## src/rtl/fpga_config_loader_if.sv

```systemverilog
// Beat-stream handshake between a bitstream source and fpga_config_loader.
// The master drives start/valid/data; the loader (slave) returns ready.
interface fpga_config_loader_if #(
  parameter int DATA_W = 4
) ();
  logic              cfg_start;
  logic              cfg_valid;
  logic [DATA_W-1:0] cfg_data;
  logic              cfg_ready;

  modport master (
    output cfg_start, cfg_valid, cfg_data,
    input  cfg_ready
  );

  modport slave (
    input  cfg_start, cfg_valid, cfg_data,
    output cfg_ready
  );
endinterface

```

## src/rtl/fpga_config_loader.sv

```systemverilog
// Serial bitstream loader: assembles an 804-bit image MSB-first in a shadow register,
// verifies an XOR checksum beat and commits the image atomically to the fabric.
module fpga_config_loader #(
  parameter int DATA_W     = 4,
  parameter int TOTAL_BITS = 804
) (
  input  logic                 clk,
  input  logic                 reset,
  fpga_config_loader_if.slave  cfg,
  output logic [143:0]         sramConfig,
  output logic [419:0]         cbconfig,
  output logic [239:0]         sconfig,
  output logic                 cfg_done,
  output logic                 cfg_error,
  output logic                 fabric_reset
);

  localparam int NBEATS = TOTAL_BITS / DATA_W;
  localparam int CNT_W  = $clog2(NBEATS + 1);
  localparam logic [CNT_W-1:0] LAST_BEAT = CNT_W'(NBEATS - 1);

  // VERIFY holds the registered checksum beat for one cycle so the commit lands
  // exactly two edges after the checksum beat is accepted.
  typedef enum logic [2:0] {
    IDLE   = 3'd0,
    LOAD   = 3'd1,
    CHECK  = 3'd2,
    VERIFY = 3'd3,
    COMMIT = 3'd4
  } state_t;

  state_t                  state_q,  state_d;
  logic [CNT_W-1:0]        cnt_q,    cnt_d;
  logic [DATA_W-1:0]       xor_q,    xor_d;
  logic [DATA_W-1:0]       chk_q,    chk_d;
  logic [TOTAL_BITS-1:0]   shadow_q, shadow_d;
  logic [143:0]            sram_q,   sram_d;
  logic [419:0]            cb_q,     cb_d;
  logic [239:0]            sb_q,     sb_d;
  logic                    ready_q,  ready_d;
  logic                    done_q,   done_d;
  logic                    error_q,  error_d;
  logic                    frst_q,   frst_d;

  logic              accept;
  logic              start;
  logic [DATA_W-1:0] beat;

  assign start  = cfg.cfg_start;
  assign beat   = cfg.cfg_data;
  assign accept = cfg.cfg_valid & ready_q;

  always_comb begin
    // NOTE: every _d gets its hold value first so no path through the case infers a latch.
    state_d  = state_q;
    cnt_d    = cnt_q;
    xor_d    = xor_q;
    chk_d    = chk_q;
    shadow_d = shadow_q;
    sram_d   = sram_q;
    cb_d     = cb_q;
    sb_d     = sb_q;
    done_d   = done_q;
    error_d  = error_q;
    frst_d   = frst_q;

    unique case (state_q)
      IDLE: begin
        if (start) begin
          state_d = LOAD;
          cnt_d   = '0;
          xor_d   = '0;
          done_d  = 1'b0;
          error_d = 1'b0;
          frst_d  = 1'b1;
        end
      end
      LOAD: begin
        if (start) begin
          cnt_d = '0;
          xor_d = '0;
        end else if (accept) begin
          shadow_d = {shadow_q[TOTAL_BITS-DATA_W-1:0], beat};
          xor_d    = xor_q ^ beat;
          cnt_d    = cnt_q + 1'b1;
          if (cnt_q == LAST_BEAT) state_d = CHECK;
        end
      end
      CHECK: begin
        if (start) begin
          state_d = LOAD;
          cnt_d   = '0;
          xor_d   = '0;
        end else if (accept) begin
          chk_d   = beat;
          state_d = VERIFY;
        end
      end
      VERIFY: begin
        if (chk_q == xor_q) begin
          state_d = COMMIT;
        end else begin
          state_d = IDLE;
          error_d = 1'b1;
        end
      end
      COMMIT: begin
        sram_d  = shadow_q[TOTAL_BITS-1 -: 144];
        cb_d    = shadow_q[TOTAL_BITS-145 -: 420];
        sb_d    = shadow_q[239:0];
        done_d  = 1'b1;
        frst_d  = 1'b0;
        state_d = IDLE;
      end
      default: state_d = IDLE;
    endcase

    ready_d = (state_d == LOAD) || (state_d == CHECK);
  end

  always_ff @(posedge clk or negedge reset) begin
    if (!reset) begin
      // NOTE: the shadow is reset along with the control state so a reset mid-load
      // never leaves stale payload that a later partial stream could commit.
      state_q  <= IDLE;
      cnt_q    <= '0;
      xor_q    <= '0;
      chk_q    <= '0;
      shadow_q <= '0;
      sram_q   <= '0;
      cb_q     <= '0;
      sb_q     <= '0;
      ready_q  <= 1'b0;
      done_q   <= 1'b0;
      error_q  <= 1'b0;
      frst_q   <= 1'b1;
    end else begin
      state_q  <= state_d;
      cnt_q    <= cnt_d;
      xor_q    <= xor_d;
      chk_q    <= chk_d;
      shadow_q <= shadow_d;
      sram_q   <= sram_d;
      cb_q     <= cb_d;
      sb_q     <= sb_d;
      ready_q  <= ready_d;
      done_q   <= done_d;
      error_q  <= error_d;
      frst_q   <= frst_d;
    end
  end

  assign cfg.cfg_ready  = ready_q;
  assign sramConfig     = sram_q;
  assign cbconfig       = cb_q;
  assign sconfig        = sb_q;
  assign cfg_done       = done_q;
  assign cfg_error      = error_q;
  assign fabric_reset   = frst_q;

endmodule
```

## src/flat_wrapper.sv

```systemverilog
// flat-port wrapper written by rule: the top's interface ports become plain ports
module fpga_config_loader_flat 
#(
  parameter int DATA_W     = 4,
  parameter int TOTAL_BITS = 804
)
  (clk, reset, sramConfig, cbconfig, sconfig, cfg_done, cfg_error, fabric_reset, cfg_cfg_start, cfg_cfg_valid, cfg_cfg_data, cfg_cfg_ready);
  fpga_config_loader_if #(.DATA_W(DATA_W)) cfg_i ();
  input  logic clk;
  input  logic reset;
  output logic [143:0] sramConfig;
  output logic [419:0] cbconfig;
  output logic [239:0] sconfig;
  output logic cfg_done;
  output logic cfg_error;
  output logic fabric_reset;
  input wire logic [$bits(cfg_i.cfg_start)-1:0] cfg_cfg_start;
  input wire logic [$bits(cfg_i.cfg_valid)-1:0] cfg_cfg_valid;
  input wire logic [$bits(cfg_i.cfg_data)-1:0] cfg_cfg_data;
  output wire logic [$bits(cfg_i.cfg_ready)-1:0] cfg_cfg_ready;
  assign cfg_i.cfg_start = cfg_cfg_start;
  assign cfg_i.cfg_valid = cfg_cfg_valid;
  assign cfg_i.cfg_data = cfg_cfg_data;
  assign cfg_cfg_ready = cfg_i.cfg_ready;
  fpga_config_loader #(.DATA_W(DATA_W), .TOTAL_BITS(TOTAL_BITS)) u_core (.clk(clk), .reset(reset), .cfg(cfg_i), .sramConfig(sramConfig), .cbconfig(cbconfig), .sconfig(sconfig), .cfg_done(cfg_done), .cfg_error(cfg_error), .fabric_reset(fabric_reset));
endmodule
```

## config.mk

```make
export PLATFORM = sky130hd
export DESIGN_NAME = fpga_config_loader_flat
export DESIGN_NICKNAME = d
export VERILOG_FILES = /design/src/rtl/fpga_config_loader_if.sv /design/src/rtl/fpga_config_loader.sv /design/src/flat_wrapper.sv
export SDC_FILE = /design/constraint.sdc
export NUM_CORES = 2
export LEC_CHECK = 0
export BUFFER_PORTS_ARGS = -buffer_cell sky130_fd_sc_hd__buf_2
export CORE_AREA = 2 2 315 441
export CTS_CLUSTER_DIAMETER = 50
export DETAILED_ROUTE_END_ITERATION = 8
export DIE_AREA = 0 0 317 443
export GPL_TIMING_DRIVEN = 0
export PLACE_DENSITY = 0.74
export SLEW_MARGIN = 10
export SYNTH_ARGS = -nofsm -noshare
export SYNTH_HDL_FRONTEND = slang
export SYNTH_SLANG_ARGS = --single-unit
```

## constraint.sdc

```tcl
create_clock -name clk -period 2.05 [get_ports clk]
set_clock_uncertainty 0.1 [all_clocks]
set_input_delay 0 -clock clk [delete_from_list [all_inputs] [get_ports clk]]
set_output_delay 0 -clock clk [all_outputs]
set_load 0.005 [all_outputs]
```

==> impl_results.md <==
* CTS tree: done
* Setup TNS at -173.33 ns
* Stages on worst setup path at 7
* Total gr overflow at 0
* DRT Pass-1 Iters at 5
* R2R Setup Slk at -0.25 ns
* Top_reg_cell synth: dfrtp_1
* RR Endpoint: u_core.shadow_q[388]$_DFFE_PN0P_
* Critical Path Most Common Cell: nand2_1
* Post-DP HPWL at between 100000 and 150000 um
* Largest area contributor in the netlist: dfrtp_1
* Fmax at 0.435 GHz
* Routed WL per cell at 20.1 um
* Critical path origin: u_core.state_q[2]$_DFF_PN0_
* Syn Area/Cell at 11.7 sq um
* Headroom to the max-slew limit at 0.434
* Site Rows at 161
* GR Util All Layers at 0.230
* Pwr Density at 871 nW/um^2
* CP Capture Type: flop
* Die X at 317 um
* P&R area growth vs syn at 21.7%
* CP arrival at between 2 and 3 ns
* Post-synthesis async set-or-reset flop share at 1.00
* Reg2reg path depth at 7
* Net count, final at ~6200
* DRC Markers at 0
* Fin. Hold Viols at 428
* Post-DR vias/cell at 5.01
* HP Class: in -> async
* RSZ-0062 raised after global routing: yes
* Cell Chain, Critical Path: or3b_4 -> or3_4 -> buf_12 -> clkbuf_4 -> buf_2 -> nand2_1 -> nand2_1
* # fillers at 11326
* DIE AREA at about 140000 sq um
* CP Class: reg -> reg
* Initial core utilization at 0.446
* Vias in the first global route at 41711
* Worst setup margin at -0.249 ns
* Synth top cells by count: nand2_1 (2423), dfrtp_1 (1630), mux2_2 (809), buf_2 (224), clkbuf_1 (28)
* Fin Hold WS at -0.669 ns
* Worst-margin pin slew at 0.848 ns
* Remaining antenna violation count at 0
* Failing checks: hold timing, setup timing
* Pre-CTS WS at -1.42 ns
* Drt initial violations at 3037
* Share of cells above drive strength 1 at 0.349
* Top-area cell type share of the netlist area at 0.669
* Max cap viols at 0
* #FFs+latches synth at 1631
* Worst VDD drop at 0.000782 V
* Pin count of the biggest net entering global routing at 164
* Clock sink count at between 1500 and 2000
* Final Slew Violations at 0
* CP max stage cell: or3b_4
* Buffers & Inverters on Critical Path at 3
* CTS Buf Count at 156
* Vias at 40876
* Initial antenna violation count at 4
* Startpoint Class: flop
* Core ar. at about 140000 sq um
* Post-synth EDFFs at 0
* First-pass GRT wire length at 248000 um
* Clock slew at reported path FFs at 0.06 ns
* Max stage delay on crit path at 0.43 ns
* Sequential share of the synthesized area at 0.670
* Clk_lat worst skew at ~0.80 ns
* Die height at 443 um
* Top-count cell post-synth: nand2_1
* Final WL at 164000 um
* Synth top area cells: dfrtp_1 (67%), mux2_2 (15%), nand2_1 (15%)
* CP required at 2.62 ns
* Root Buffer: clkbuf_16
* CP Max Fanout at 10
* LEAKAGE at 42.8 nW
* Reg2reg start: u_core.state_q[2]$_DFF_PN0_
* CTS Buffer Depth at 3
* Final setup viols at 1477
* Final design utilization at 0.542
* Final worst path period need at 2.30 ns
* PortBufs at 815
* Synth warn at 0
* H-tree depth at 4
* Final GP Congestion at 0.891
* Mapped Area at roughly 61000 sq um
* CP top delay family: simple AND/OR/NAND/NOR gates
* I/O Pins at 816
* Synth unique cells at 33
* Fin cells at 8159
* Tcrit/Tclk final at 1.12
* Inst Count DP at 7834
* Status: finished with violations
* Worst setup endpoint: u_core.shadow_q[388]$_DFFE_PN0P_
* Synthesized Nets at 5225
* Gate Count Post-Synth at 5215
==> sequential cells by signal (all words and copies together) (netlist names) <==
signal	cells
u_core.cfg_done	1
u_core.cfg_error	1
u_core.state_q	3
u_core.sramConfig	144
u_core.chk_q	4
u_core.fabric_reset	1
u_core.cfg.cfg_ready	1
u_core.cbconfig	420
u_core.xor_q	4
u_core.sconfig	240
u_core.shadow_q	804
u_core.cnt_q	8
==> final cells by class <==
class                      instances  area (sq um)  share of cell area
sequential                      1631         40800               0.550
multi-input combinational       3307         18800               0.253
timing repair buffer             863          5120              0.0691
clock buffer                     239          4730              0.0638
tap                             1793          2240              0.0302
buffer                           272          1980              0.0266
clock inverter                    48           523             0.00705
antenna                            4          10.0            0.000135
inverter                           2          7.51            0.000101
==> cells in the final DEF, fill, tap and decap left out, types with 5 or more instances in the layout <==
| master | synthesis | final |
|---|---|---|
| nand2_2 | 0 | 29 |
| buf_6 | 23 | 18 |
| clkbuf_2 | 0 | 5 |
| clkbuf_16 | 0 | 177 |
| clkbuf_4 | 0 | 12 |
| nor2_1 | 18 | 18 |
| buf_12 | 0 | 8 |
| clkbuf_1 | 28 | 41 |
| clkbuf_8 | 0 | 48 |
| inv_6 | 0 | 9 |
| mux2_2 | 809 | 809 |
| dfrtp_1 | 1630 | 1628 |
| nand2_1 | 2423 | 2393 |
| buf_16 | 0 | 20 |
| buf_8 | 0 | 12 |
| o21ai_0 | 16 | 16 |
| buf_2 | 224 | 971 |
| buf_4 | 0 | 50 |
| a21oi_1 | 8 | 8 |
| clkinv_2 | 0 | 19 |
| dlygate4sd3_1 | 0 | 11 |
==> per-layer routing <==
metal,up-vias,GRT usage,routed length (um)
met5,-,0,0
met4,0,0.118,8500
met3,329,0.0659,12500
met2,1172,0.378,79200
met1,20660,0.275,63800
li1,18715,-,-
==> worst min path at each step <==
stage	startpoint	endpoint	cells past startpoint
global placement	cfg_cfg_data[1]	u_core.shadow_q[1]$_DFFE_PN0P_	3
CTS	reset	u_core.shadow_q[356]$_DFFE_PN0P_	3
detailed placement	reset	u_core.shadow_q[356]$_DFFE_PN0P_	1
global route	reset	u_core.cbconfig[121]$_DFFE_PN0P_	5
floorplan	reset	u_core.cbconfig[0]$_DFFE_PN0P_	0
finish	reset	u_core.shadow_q[356]$_DFFE_PN0P_	5
==> metrics by stage <==
step	power, mW	area [sq um]
finish	64.6	74200
CTS	65.1	73600
global route	66.8	74200
detailed placement	35.7	67600
global placement	35.4	67300
floorplan	34.4	61000
==> cell families after synthesis <==
logic type | after synthesis | synth area share
mux | 809 | 0.149
flops | 1631 | 0.670
xor+xnor | 4 | 0.000575
buf+inv | 277 | 0.0245
compound gates | 35 | 0.00355
simple gates | 2457 | 0.152
fa+ha+maj | 2 | 0.000410
==> repair_timing <==
item	4_1_cts	5_1_grt
setup endpoints to repair	1785	1922
setup buffers	4	0
hold buffers	13	2
endpoints found under the hold margin	590	428
cloned	4	14
resized for setup	143	76
pin swaps	1	4
==> worst register-to-register path, stage by stage, from the launching register on <==
cell and delay [ns]:
dfrtp_2 0.41, or3b_4 0.43, or3_4 0.41, buf_12 0.17, clkbuf_4 0.26, buf_2 0.23, nand2_1 0.11, nand2_1 0.07
==> where the power goes <==
part           switching (mW)  leakage, nW  internal (mW)  total, mW
sequential              0.337         22.7           32.5       32.9
combinational            1.78         17.5          0.701       2.48
clock                    12.7         2.59           16.6       29.3
No activity file was read; power rests on OpenSTA's default activity.
